[config.mk]
export PLATFORM = sky130hd
export DESIGN_NAME = fft_mag_ram_writer
export DESIGN_NICKNAME = d
export VERILOG_FILES = /design/src/rtl/fft_mag_ram_writer_pkg.sv /design/src/rtl/fft_mag_ram_writer_mag_sq.sv /design/src/rtl/fft_mag_ram_writer.sv
export SDC_FILE = /design/constraint.sdc
export NUM_CORES = 1
export LEC_CHECK = 0
export CORE_MARGIN = 2
export CORE_UTILIZATION = 35
export CTS_CLUSTER_DIAMETER = 100
export DETAILED_ROUTE_END_ITERATION = 8
export SKIP_LAST_GASP = 1
export SYNTH_ARGS = -nofsm -noshare
export SYNTH_HDL_FRONTEND = slang
export SYNTH_SLANG_ARGS = --single-unit
[constraint.sdc]
create_clock -name clk -period 6.6 [get_ports clk]
set_input_delay 0.66 -clock clk [delete_from_list [all_inputs] [get_ports clk]]
set_output_delay 0.66 -clock clk [all_outputs]
set_load 0.05 [all_outputs]
[src/rtl/fft_mag_ram_writer_pkg.sv]
// Shared constants and FSM encoding for the FFT magnitude writer and its ram_fft instance.
package fft_mag_ram_writer_pkg;

  localparam int ADDR_WIDTH_C = 11;
  localparam int DATA_WIDTH_C = 32;

  typedef enum logic [2:0] {
    ST_IDLE    = 3'd0,
    ST_ARM     = 3'd1,
    ST_CAPTURE = 3'd2,
    ST_FLUSH   = 3'd3,
    ST_DONE    = 3'd4
  } state_e;

endpackage

[src/rtl/fft_mag_ram_writer_mag_sq.sv]
// Two-stage registered power magnitude re^2+im^2 with output shift; valid and bin address travel alongside.
module fft_mag_sq
  import fft_mag_ram_writer_pkg::*;
#(
  parameter int IN_WIDTH   = 16,
  parameter int ADDR_WIDTH = ADDR_WIDTH_C,
  parameter int DATA_WIDTH = DATA_WIDTH_C,
  parameter int MAG_SHIFT  = 0
) (
  input  logic                        clk,
  input  logic                        rst_n,
  input  logic                        in_valid,
  input  logic [ADDR_WIDTH-1:0]       in_addr,
  input  logic signed [IN_WIDTH-1:0]  in_re,
  input  logic signed [IN_WIDTH-1:0]  in_im,
  output logic                        out_valid,
  output logic [ADDR_WIDTH-1:0]       out_addr,
  output logic [DATA_WIDTH-1:0]       out_data
);

  localparam int SQ_W  = 2 * IN_WIDTH;
  localparam int SUM_W = SQ_W + 1;

  logic                    s1_valid_q, s1_valid_d;
  logic [ADDR_WIDTH-1:0]   s1_addr_q, s1_addr_d;
  logic [SQ_W-1:0]         re_sq_q, re_sq_d;
  logic [SQ_W-1:0]         im_sq_q, im_sq_d;
  logic                    out_valid_q, out_valid_d;
  logic [ADDR_WIDTH-1:0]   out_addr_q, out_addr_d;
  logic [DATA_WIDTH-1:0]   out_data_q, out_data_d;

  logic signed [SQ_W-1:0]       re_ext, im_ext;
  logic [SUM_W-1:0]             sum;
  logic [SUM_W+DATA_WIDTH-1:0]  sum_wide;

  always_comb begin
    re_ext      = SQ_W'(in_re);
    im_ext      = SQ_W'(in_im);
    s1_valid_d  = in_valid;
    s1_addr_d   = s1_addr_q;
    re_sq_d     = re_sq_q;
    im_sq_d     = im_sq_q;
    if (in_valid) begin
      s1_addr_d = in_addr;
      re_sq_d   = re_ext * re_ext;
      im_sq_d   = im_ext * im_ext;
    end

    // One extra sum bit keeps 2*(-2^(IN_WIDTH-1))^2 exact before shift/resize.
    sum         = {1'b0, re_sq_q} + {1'b0, im_sq_q};
    sum_wide    = {{DATA_WIDTH{1'b0}}, (sum >> MAG_SHIFT)};
    out_valid_d = s1_valid_q;
    out_addr_d  = out_addr_q;
    out_data_d  = out_data_q;
    if (s1_valid_q) begin
      out_addr_d = s1_addr_q;
      out_data_d = sum_wide[DATA_WIDTH-1:0];
    end
  end

  always_ff @(posedge clk or negedge rst_n) begin
    if (!rst_n) begin
      s1_valid_q  <= 1'b0;
      s1_addr_q   <= '0;
      re_sq_q     <= '0;
      im_sq_q     <= '0;
      out_valid_q <= 1'b0;
      out_addr_q  <= '0;
      out_data_q  <= '0;
    end else begin
      s1_valid_q  <= s1_valid_d;
      s1_addr_q   <= s1_addr_d;
      re_sq_q     <= re_sq_d;
      im_sq_q     <= im_sq_d;
      out_valid_q <= out_valid_d;
      out_addr_q  <= out_addr_d;
      out_data_q  <= out_data_d;
    end
  end

  assign out_valid = out_valid_q;
  assign out_addr  = out_addr_q;
  assign out_data  = out_data_q;

endmodule

[src/rtl/fft_mag_ram_writer.sv]
// Captures one frame of FFT power magnitudes into the spectrum RAM and holds it until the reader acks.
// fft_valid has no ready: a sample is consumed in the cycle fft_valid is high (fft_last only counts with it).
module fft_mag_ram_writer
  import fft_mag_ram_writer_pkg::*;
#(
  parameter int ADDR_WIDTH = ADDR_WIDTH_C,
  parameter int IN_WIDTH   = 16,
  parameter int DATA_WIDTH = DATA_WIDTH_C,
  parameter int MAG_SHIFT  = 0
) (
  input  logic                        clk,
  input  logic                        rst_n,
  input  logic                        fft_valid,
  input  logic                        fft_last,
  input  logic signed [IN_WIDTH-1:0]  fft_re,
  input  logic signed [IN_WIDTH-1:0]  fft_im,
  input  logic                        cap_start,
  input  logic                        frame_ack,
  input  logic                        err_clr,
  output logic                        cap_busy,
  output logic                        frame_done,
  output logic                        err_len,
  output logic                        wr_en,
  output logic [ADDR_WIDTH-1:0]       wr_addr,
  output logic [DATA_WIDTH-1:0]       wr_data,
  output logic [2:0]                  dbg_state
);

  state_e                state_q, state_d;
  logic [ADDR_WIDTH-1:0] bin_cnt_q, bin_cnt_d;
  logic                  flush_q, flush_d;
  logic                  err_len_q, err_len_d;
  logic                  cap_busy_q, cap_busy_d;
  logic                  frame_done_q, frame_done_d;
  logic                  accept, last_bin, err_set;

  always_comb begin
    state_d   = state_q;
    bin_cnt_d = bin_cnt_q;
    flush_d   = flush_q;
    err_set   = 1'b0;
    accept    = (state_q == ST_CAPTURE) && fft_valid;
    last_bin  = &bin_cnt_q;

    case (state_q)
      ST_IDLE: if (cap_start) state_d = ST_ARM;
      ST_ARM: begin
        // Only the sample after a frame boundary may start a capture.
        if (fft_valid && fft_last) begin
          state_d   = ST_CAPTURE;
          bin_cnt_d = '0;
        end
      end
      ST_CAPTURE: begin
        if (fft_valid) begin
          bin_cnt_d = bin_cnt_q + 1'b1;
          if (fft_last || last_bin) begin
            state_d   = ST_FLUSH;
            bin_cnt_d = '0;
            flush_d   = 1'b0;
            err_set   = fft_last != last_bin;
          end
        end
      end
      ST_FLUSH: begin
        if (flush_q) state_d = ST_DONE;
        else         flush_d = 1'b1;
      end
      ST_DONE: if (frame_ack) state_d = cap_start ? ST_ARM : ST_IDLE;
      default: state_d = ST_IDLE;
    endcase

    err_len_d    = err_set ? 1'b1 : (err_clr ? 1'b0 : err_len_q);
    cap_busy_d   = (state_d == ST_ARM) || (state_d == ST_CAPTURE);
    frame_done_d = (state_d == ST_DONE);
  end

  always_ff @(posedge clk or negedge rst_n) begin
    if (!rst_n) begin
      state_q      <= ST_IDLE;
      bin_cnt_q    <= '0;
      flush_q      <= 1'b0;
      err_len_q    <= 1'b0;
      cap_busy_q   <= 1'b0;
      frame_done_q <= 1'b0;
    end else begin
      state_q      <= state_d;
      bin_cnt_q    <= bin_cnt_d;
      flush_q      <= flush_d;
      err_len_q    <= err_len_d;
      cap_busy_q   <= cap_busy_d;
      frame_done_q <= frame_done_d;
    end
  end

  fft_mag_sq #(
    .IN_WIDTH   (IN_WIDTH),
    .ADDR_WIDTH (ADDR_WIDTH),
    .DATA_WIDTH (DATA_WIDTH),
    .MAG_SHIFT  (MAG_SHIFT)
  ) u_mag_sq (
    .clk       (clk),
    .rst_n     (rst_n),
    .in_valid  (accept),
    .in_addr   (bin_cnt_q),
    .in_re     (fft_re),
    .in_im     (fft_im),
    .out_valid (wr_en),
    .out_addr  (wr_addr),
    .out_data  (wr_data)
  );

  assign cap_busy   = cap_busy_q;
  assign frame_done = frame_done_q;
  assign err_len    = err_len_q;
  assign dbg_state  = state_q;

endmodule
==> results of run 1 <==
cell type report:
cell class	instances	area, µm²
timing repair buffer	421	3487
sequential	136	3405
clock inverter	14	162.7
inverter	650	2440
fill	6705	39070
tap	882	1104
clock buffer	17	425.4
multi-input combinational	1709	18370
stage by stage:
step / TNS, ns / util / cell area, µm² / cells / hold slack [ns]
6_report: 0 / 0.4293 / 29390 / 3829 / 0.2906
5_1_grt: -0.1547 / 0.4293 / 29390 / 3829 / 0.3763
4_1_cts: 0 / 0.4230 / 28960 / 3816 / 0.3457
3_5_place_dp: -7.374 / 0.4144 / 28370 / 3785 / 0.4569
3_3_place_gp: -7.078 / 0.4144 / 28370 / 3785 / 0.4548
2_1_floorplan: 0 / - / 24190 / 2566 / 0.3644
flip-flops by register name (all words and copies together) (netlist names), 3 cells and up:
register / count
u_mag_sq.out_addr: 11
u_mag_sq.out_data: 32
bin_cnt_q: 11
dbg_state: 3
u_mag_sq.s1_addr_q: 11
u_mag_sq.im_sq_q: 31
u_mag_sq.re_sq_q: 31
cells by family after synthesis:
family / share of synthesized area
AND/OR/NAND/NOR: 0.1092
multiplexers: 0.02022
XOR/XNOR: 0.04417
adder cells (fa/ha/maj): 0.4964
flip-flops: 0.1407
buffers and inverters: 0.1119
AO/OA/AOI/OAI: 0.07742
synthesized netlist by cell type, drive strengths merged, types with 3 or more instances:
cell type / instances
a31oi: 7
o21ai: 87
inv: 649
xor2: 35
o21a: 14
nand3: 22
a31o: 8
and4: 3
o31ai: 10
a21oi: 78
ha: 211
clkbuf: 67
nand4: 8
and3: 9
nor2: 96
xnor2: 87
o21bai: 8
o211ai: 8
nand3b: 3
a21boi: 4
a211oi: 10
buf: 4
mux2: 39
or2: 5
nor3b: 4
and2: 87
dfrtp: 136
fa: 468
or3: 7
o2111ai: 3
a2111oi: 3
a311oi: 3
nand2: 295
o41ai: 3
nor3: 7
a21o: 28
nand2b: 12
mux2i: 5
nor2b: 11
repair_timing:
| action | CTS | global route |
|---|---|---|
| hold endpoints to repair | 0 | 0 |
| endpoints found under the setup margin | 7 | 17 |
| gates resized for setup | 8 | 89 |
| cloned | 0 | 1 |
| buffers inserted | 0 | 12 |
| pin swaps | 1 | 32 |
per-layer routing:
layer | share of wire | GRT usage | wire [µm] | vias up
met1 | 0.44 | 0.2039 | 23240 | 8643
met4 | 0.014 | 0.02733 | 728 | 0
met2 | 0.50 | 0.2760 | 26210 | 206
li1 | - | - | - | 8511
met3 | 0.045 | 0.02842 | 2361 | 53
met5 | 0 | 0 | 0 | -
worst paths after layout:
| check | cells after the start | endpoint | slack, ns | start |
|---|---|---|---|---|
| setup / recovery | 24 | u_mag_sq.re_sq_q[30]$_DFFE_PN0P_ | 0.15 | fft_re[11] |
| hold / removal | 1 | frame_done$_DFF_PN0_ | 0.29 | rst_n |
| setup reg to reg | 10 | u_mag_sq.out_data[31]$_DFFE_PN0P_ | 3.67 | u_mag_sq.im_sq_q[3]$_DFFE_PN0P_ |
| hold reg to reg | 2 | u_mag_sq.s1_addr_q[1]$_DFFE_PN0P_ | 0.47 | u_mag_sq.s1_addr_q[1]$_DFFE_PN0P_ |
| max in group asynchronous | 2 | u_mag_sq.out_valid_d$_DFF_PN0_ | 5.14 | rst_n |
| min in group clk | 2 | u_mag_sq.s1_addr_q[1]$_DFFE_PN0P_ | 0.47 | u_mag_sq.s1_addr_q[1]$_DFFE_PN0P_ |
critical path, stage by stage:
cell	delay [ns]
clkdlybuf4s50_1	0.47
buf_6	0.14
buf_4	0.12
nand2_1	0.08
fa_1	0.57
fa_2	0.45
fa_1	0.52
inv_1	0.06
fa_2	0.47
fa_1	0.49
inv_1	0.05
fa_1	0.49
inv_1	0.06
ha_4	0.28
and4_4	0.22
and2_4	0.17
nand2_2	0.07
o31ai_4	0.23
a2111oi_4	0.10
buf_4	0.17
o31ai_4	0.24
a21oi_2	0.10
or4b_1	0.51
nand3_1	0.08
==> impl_metrics.csv, run 1 <==
group,metric,value,unit
yosys,synth_seq_cells,136,
final_layout,antenna_cells,0,
sta,setup_viol,0,
final_layout,syn2layout_area_growth,21.50,%
place,dp.final_hpwl,45550,µm
critical_path,required,6.96,ns
global_routing,grt_pass1_wl,90700,µm
clock_tree,h-tree-depth,4,
route,vias,17410,
yosys,syn-mean-instance-area,9.428,µm²
clock_tree,clock_latency,0.43,ns
critical_path,worstPathArrival,6.80,ns
sta,fin_crit,6.445,ns
final_layout,drive_above_1_share,0.1676,
sta,rsz0062_at_grt,"true",
place,dp_slack,-0.5382,ns
yosys,yosysTopAreaCell,"fa_1",
yosys,ys_types,70,
final_layout,layout_common_cells,"inv_1 (645), fa_1 (454), buf_4 (317)",
route,wl,52550,µm
die,core_region_area,68470,µm²
die,die_w,266.9,µm
route,avgViaCountPerCell,4.548,
die,initial_core_util,0.3534,
min_path,hp-class,"primary input to async pin",
clock_tree,numClockSinks,136,
clock_tree,clkSlewWorstSetupHoldPaths,0.07,ns
yosys,yosysSeqAreaShare,0.1407,
sta,max-slew-margin-rel,0.2786,
die,die_area,71240,µm²
sta,setup_ws,0.1548,ns
yosys,synthFlopType,"dfrtp_1",
place,io_buffers,88,
global_routing,grt_use_total,0.1571,
route,drc,0,
run_status,status,"finished, final reports clean",
yosys,synthTopCellsByArea,"fa_1 (39%), dfrtp_1 (14%), ha_1 (11%), inv_1 (10%), nand2_1 (4.6%)",
critical_path,worstSetupPathType,"primary input to flip-flop",
yosys,synth_edf_count,0,
final_layout,final_common_cell,"inv_1",
sta,worst_slew_pin_slew,1.082,ns
sta,hold_viol,0,
clock_tree,cts_tree,"yes",
global_routing,grt_max_degree,95,
place,gp_congestion,0.8483,
yosys,synth_top_area_share,0.3873,
die,num_rows,96,
yosys,syn-num-nets,3284,
global_routing,antenna_found_initial,0,
final_layout,nNetsFinal,3653,
yosys,synthesis.area,24190,µm²
clock_tree,numCtsBuffers,17,
critical_path,cp_max_fo,7,
route,drt_iter0_markers,793,
global_routing,grt_pass1_vias,18890,
sta,fin_crit_sh,0.9766,
clock_tree,clock-root-buffer,"clkbuf_16",
sta,fmax,0.1552,GHz
yosys,syn-instance-count,2566,
run,maxCapViolations,0,
global_routing,gr-total-overflow,0,
sta,worst_clock_skew,0.01324,ns
clock_tree,cts_hold_buffers,0,
yosys,async_flop_share,1.000,
route,drtPass1Iterations,5,
route,wl_per_cell,13.72,µm
sta,slew_violations,0,
critical_path,cp-end-kind,"flip-flop",
critical_path,start_kind,"primary input",
die,io-pin-count,89,
yosys,yosys_warnings,0,
clock_tree,ctsLongestPathBuffers,2,
die,fp.dieH,266.9,µm
route,final_antenna_net_count,0,
Power of run 1 is not shown: default switching activity piles up to over one toggle a cycle in this logic, so the estimate is an artifact.
==> inputs of run 2 (changes only) <==
Settings changed: CTS_CLUSTER_DIAMETER 100 to 150.
==> results of run 2 <==
Final layout, timing and power as in run 1 (identical DEF).
Power of run 2 is left out for the same reason.
==> inputs of run 3 (changes only) <==
Settings changed: CORE_MARGIN 2 to not set.
==> impl_metrics.csv, run 3 (synthesized netlist as in run 1, its figures left out) <==
group,metric,value,unit
critical_path,r2r_start,"u_mag_sq.im_sq_q[3]$_DFFE_PN0P_",
route,wl_per_cell,13.61,µm
die,io-pin-count,89,
sta,slew_violations,0,
route,wl,51990,µm
critical_path,cp_max_fo,8,
clock_tree,clock_latency,0.43,ns
route,drt_iter0_markers,803,
clock_tree,numCtsBuffers,17,
route,drtPass1Iterations,5,
final_layout,largest_reg_flops,32,
final_layout,finalNonFillerCells,3821,
die,die_w,264.9,µm
sta,fin_crit,6.376,ns
sta,rsz0062_at_grt,"true",
final_layout,layout_common_cells,"inv_1 (646), fa_1 (463), buf_4 (310)",
sta,hold_viol,0,
place,dp.final_hpwl,45250,µm
die,fp.dieH,264.9,µm
sta,worst_clock_skew,0.01135,ns
final_layout,drive_above_1_share,0.1548,
die,initial_core_util,0.3534,
min_path,hp-class,"primary input to async pin",
sta,setup_viol,0,
global_routing,antenna_found_initial,0,
global_routing,gr-total-overflow,0,
clock_tree,numClockSinks,136,
die,num_rows,96,
run,maxCapViolations,0,
clock_tree,cts_tree,"yes",
critical_path,required,6.89,ns
route,final_antenna_net_count,0,
place,io_buffers,88,
global_routing,grt_pass1_vias,18780,
clock_tree,clock-root-buffer,"clkbuf_16",
global_routing,grt_pass1_wl,90320,µm
die,core_region_area,68470,µm²
sta,fmax,0.1568,GHz
route,drc,0,
critical_path,reg2reg_depth,10,
critical_path,worstPathArrival,6.67,ns
clock_tree,cts_hold_buffers,0,
final_layout,nNetsFinal,3644,
final_layout,syn2layout_area_growth,20.58,%
global_routing,grt_max_degree,78,
final_layout,final_common_cell,"inv_1",
critical_path,rr_endpoint,"u_mag_sq.out_data[31]$_DFFE_PN0P_",
die,die_area,70180,µm²
route,avgViaCountPerCell,4.580,
global_routing,grt_use_total,0.1582,
clock_tree,ctsLongestPathBuffers,2,
sta,fin_crit_sh,0.9660,
clock_tree,h-tree-depth,4,
sta,worst_slew_pin_slew,1.102,ns
critical_path,worstSetupPathType,"primary input to flip-flop",
final_layout,antenna_cells,0,
route,vias,17500,
run_status,status,"finished, final reports clean",
critical_path,crit_path_end,"u_mag_sq.re_sq_q[24]$_DFFE_PN0P_",
clock_tree,clkSlewWorstSetupHoldPaths,0.07,ns
critical_path,startpoint,"fft_re[6]",
critical_path,cp-end-kind,"flip-flop",
place,dp_cells,3782,
sta,max-slew-margin-rel,0.2653,
critical_path,start_kind,"primary input",
place,gp_congestion,0.8844,
critical_path,regToRegSetupSlack,3.69,ns
## run 3: cell types whose count changed in the layout (fill, tap and decap cells not counted), sizes merged
cell           change
buf                -9
bufinv             -2
clkdlybuf4s50      +2
clkbuf             -1
clkinvlp           +1
dlygate4sd2        +1
dlymetal6s2s       -1
inv                +1
## run 3: worst min path at each step
stage,startpoint,endpoint,slack (ns),depth (start not counted)
after global placement,u_mag_sq.s1_addr_q[2]$_DFFE_PN0P_,u_mag_sq.s1_addr_q[2]$_DFFE_PN0P_,0.46,2
after global routing,rst_n,cap_busy$_DFF_PN0_,0.30,1
after detailed placement,u_mag_sq.s1_addr_q[8]$_DFFE_PN0P_,u_mag_sq.s1_addr_q[8]$_DFFE_PN0P_,0.46,2
after CTS,rst_n,frame_done$_DFF_PN0_,0.26,1
final,rst_n,cap_busy$_DFF_PN0_,0.24,1
after floorplan,rst_n,bin_cnt_q[0]$_DFFE_PN0P_,0.36,0
## run 3: area by class of cell
class	instances	area (µm²)
Inverter	650	2440
Sequential cell	136	3405
Multi-Input combinational cell	1709	18230
Clock inverter	14	131.4
Clock buffer	18	439.2
Timing Repair Buffer	412	3425
Fill cell	6760	39290
Tap cell	882	1104
## run 3: worst max-delay path, cell delays in order
cell             delay (ns)
clkdlybuf4s50_1        0.47
buf_6                  0.15
nand2_1                0.08
fa_1                   0.60
fa_1                   0.45
fa_1                   0.54
inv_1                  0.06
fa_1                   0.49
fa_1                   0.49
inv_1                  0.05
fa_1                   0.47
inv_1                  0.04
ha_1                   0.31
a21o_1                 0.20
o21a_1                 0.19
a311oi_2               0.32
o31ai_4                0.14
a2111oi_4              0.42
o31ai_2                0.14
a31oi_1                0.17
xor2_1                 0.16
o21ai_1                0.07
## run 3: metrics by stage
| step | hold WS, ns | setup WS, ns | util | TNS, ns | cell area [µm²] |
|---|---|---|---|---|---|
| floorplan | 0.3644 | 0.04675 | - | 0 | 24190 |
| global placement | 0.4572 | -0.5265 | 0.4141 | -7.307 | 28350 |
| detailed placement | 0.4608 | -0.5326 | 0.4141 | -8.004 | 28350 |
| CTS | 0.2648 | 0.008611 | 0.4223 | 0 | 28910 |
| global route | 0.2955 | -0.02440 | 0.4261 | -0.04575 | 29170 |
| finish | 0.2404 | 0.2242 | 0.4261 | 0 | 29170 |
## run 3: timing repair
item	4_1_cts	5_1_grt
resized for setup	5	54
buffers inserted	0	7
setup endpoints to repair	7	20
pin swaps	0	23
## run 3: routing by layer
metal | share of wire | track usage | up-vias
met1 | 0.45 | 0.2103 | 8726
met3 | 0.038 | 0.02350 | 46
li1 | - | - | 8514
met4 | 0.013 | 0.02593 | 0
met5 | 0 | 0 | -
met2 | 0.50 | 0.2758 | 216
Power of run 3 is left out for the same reason.
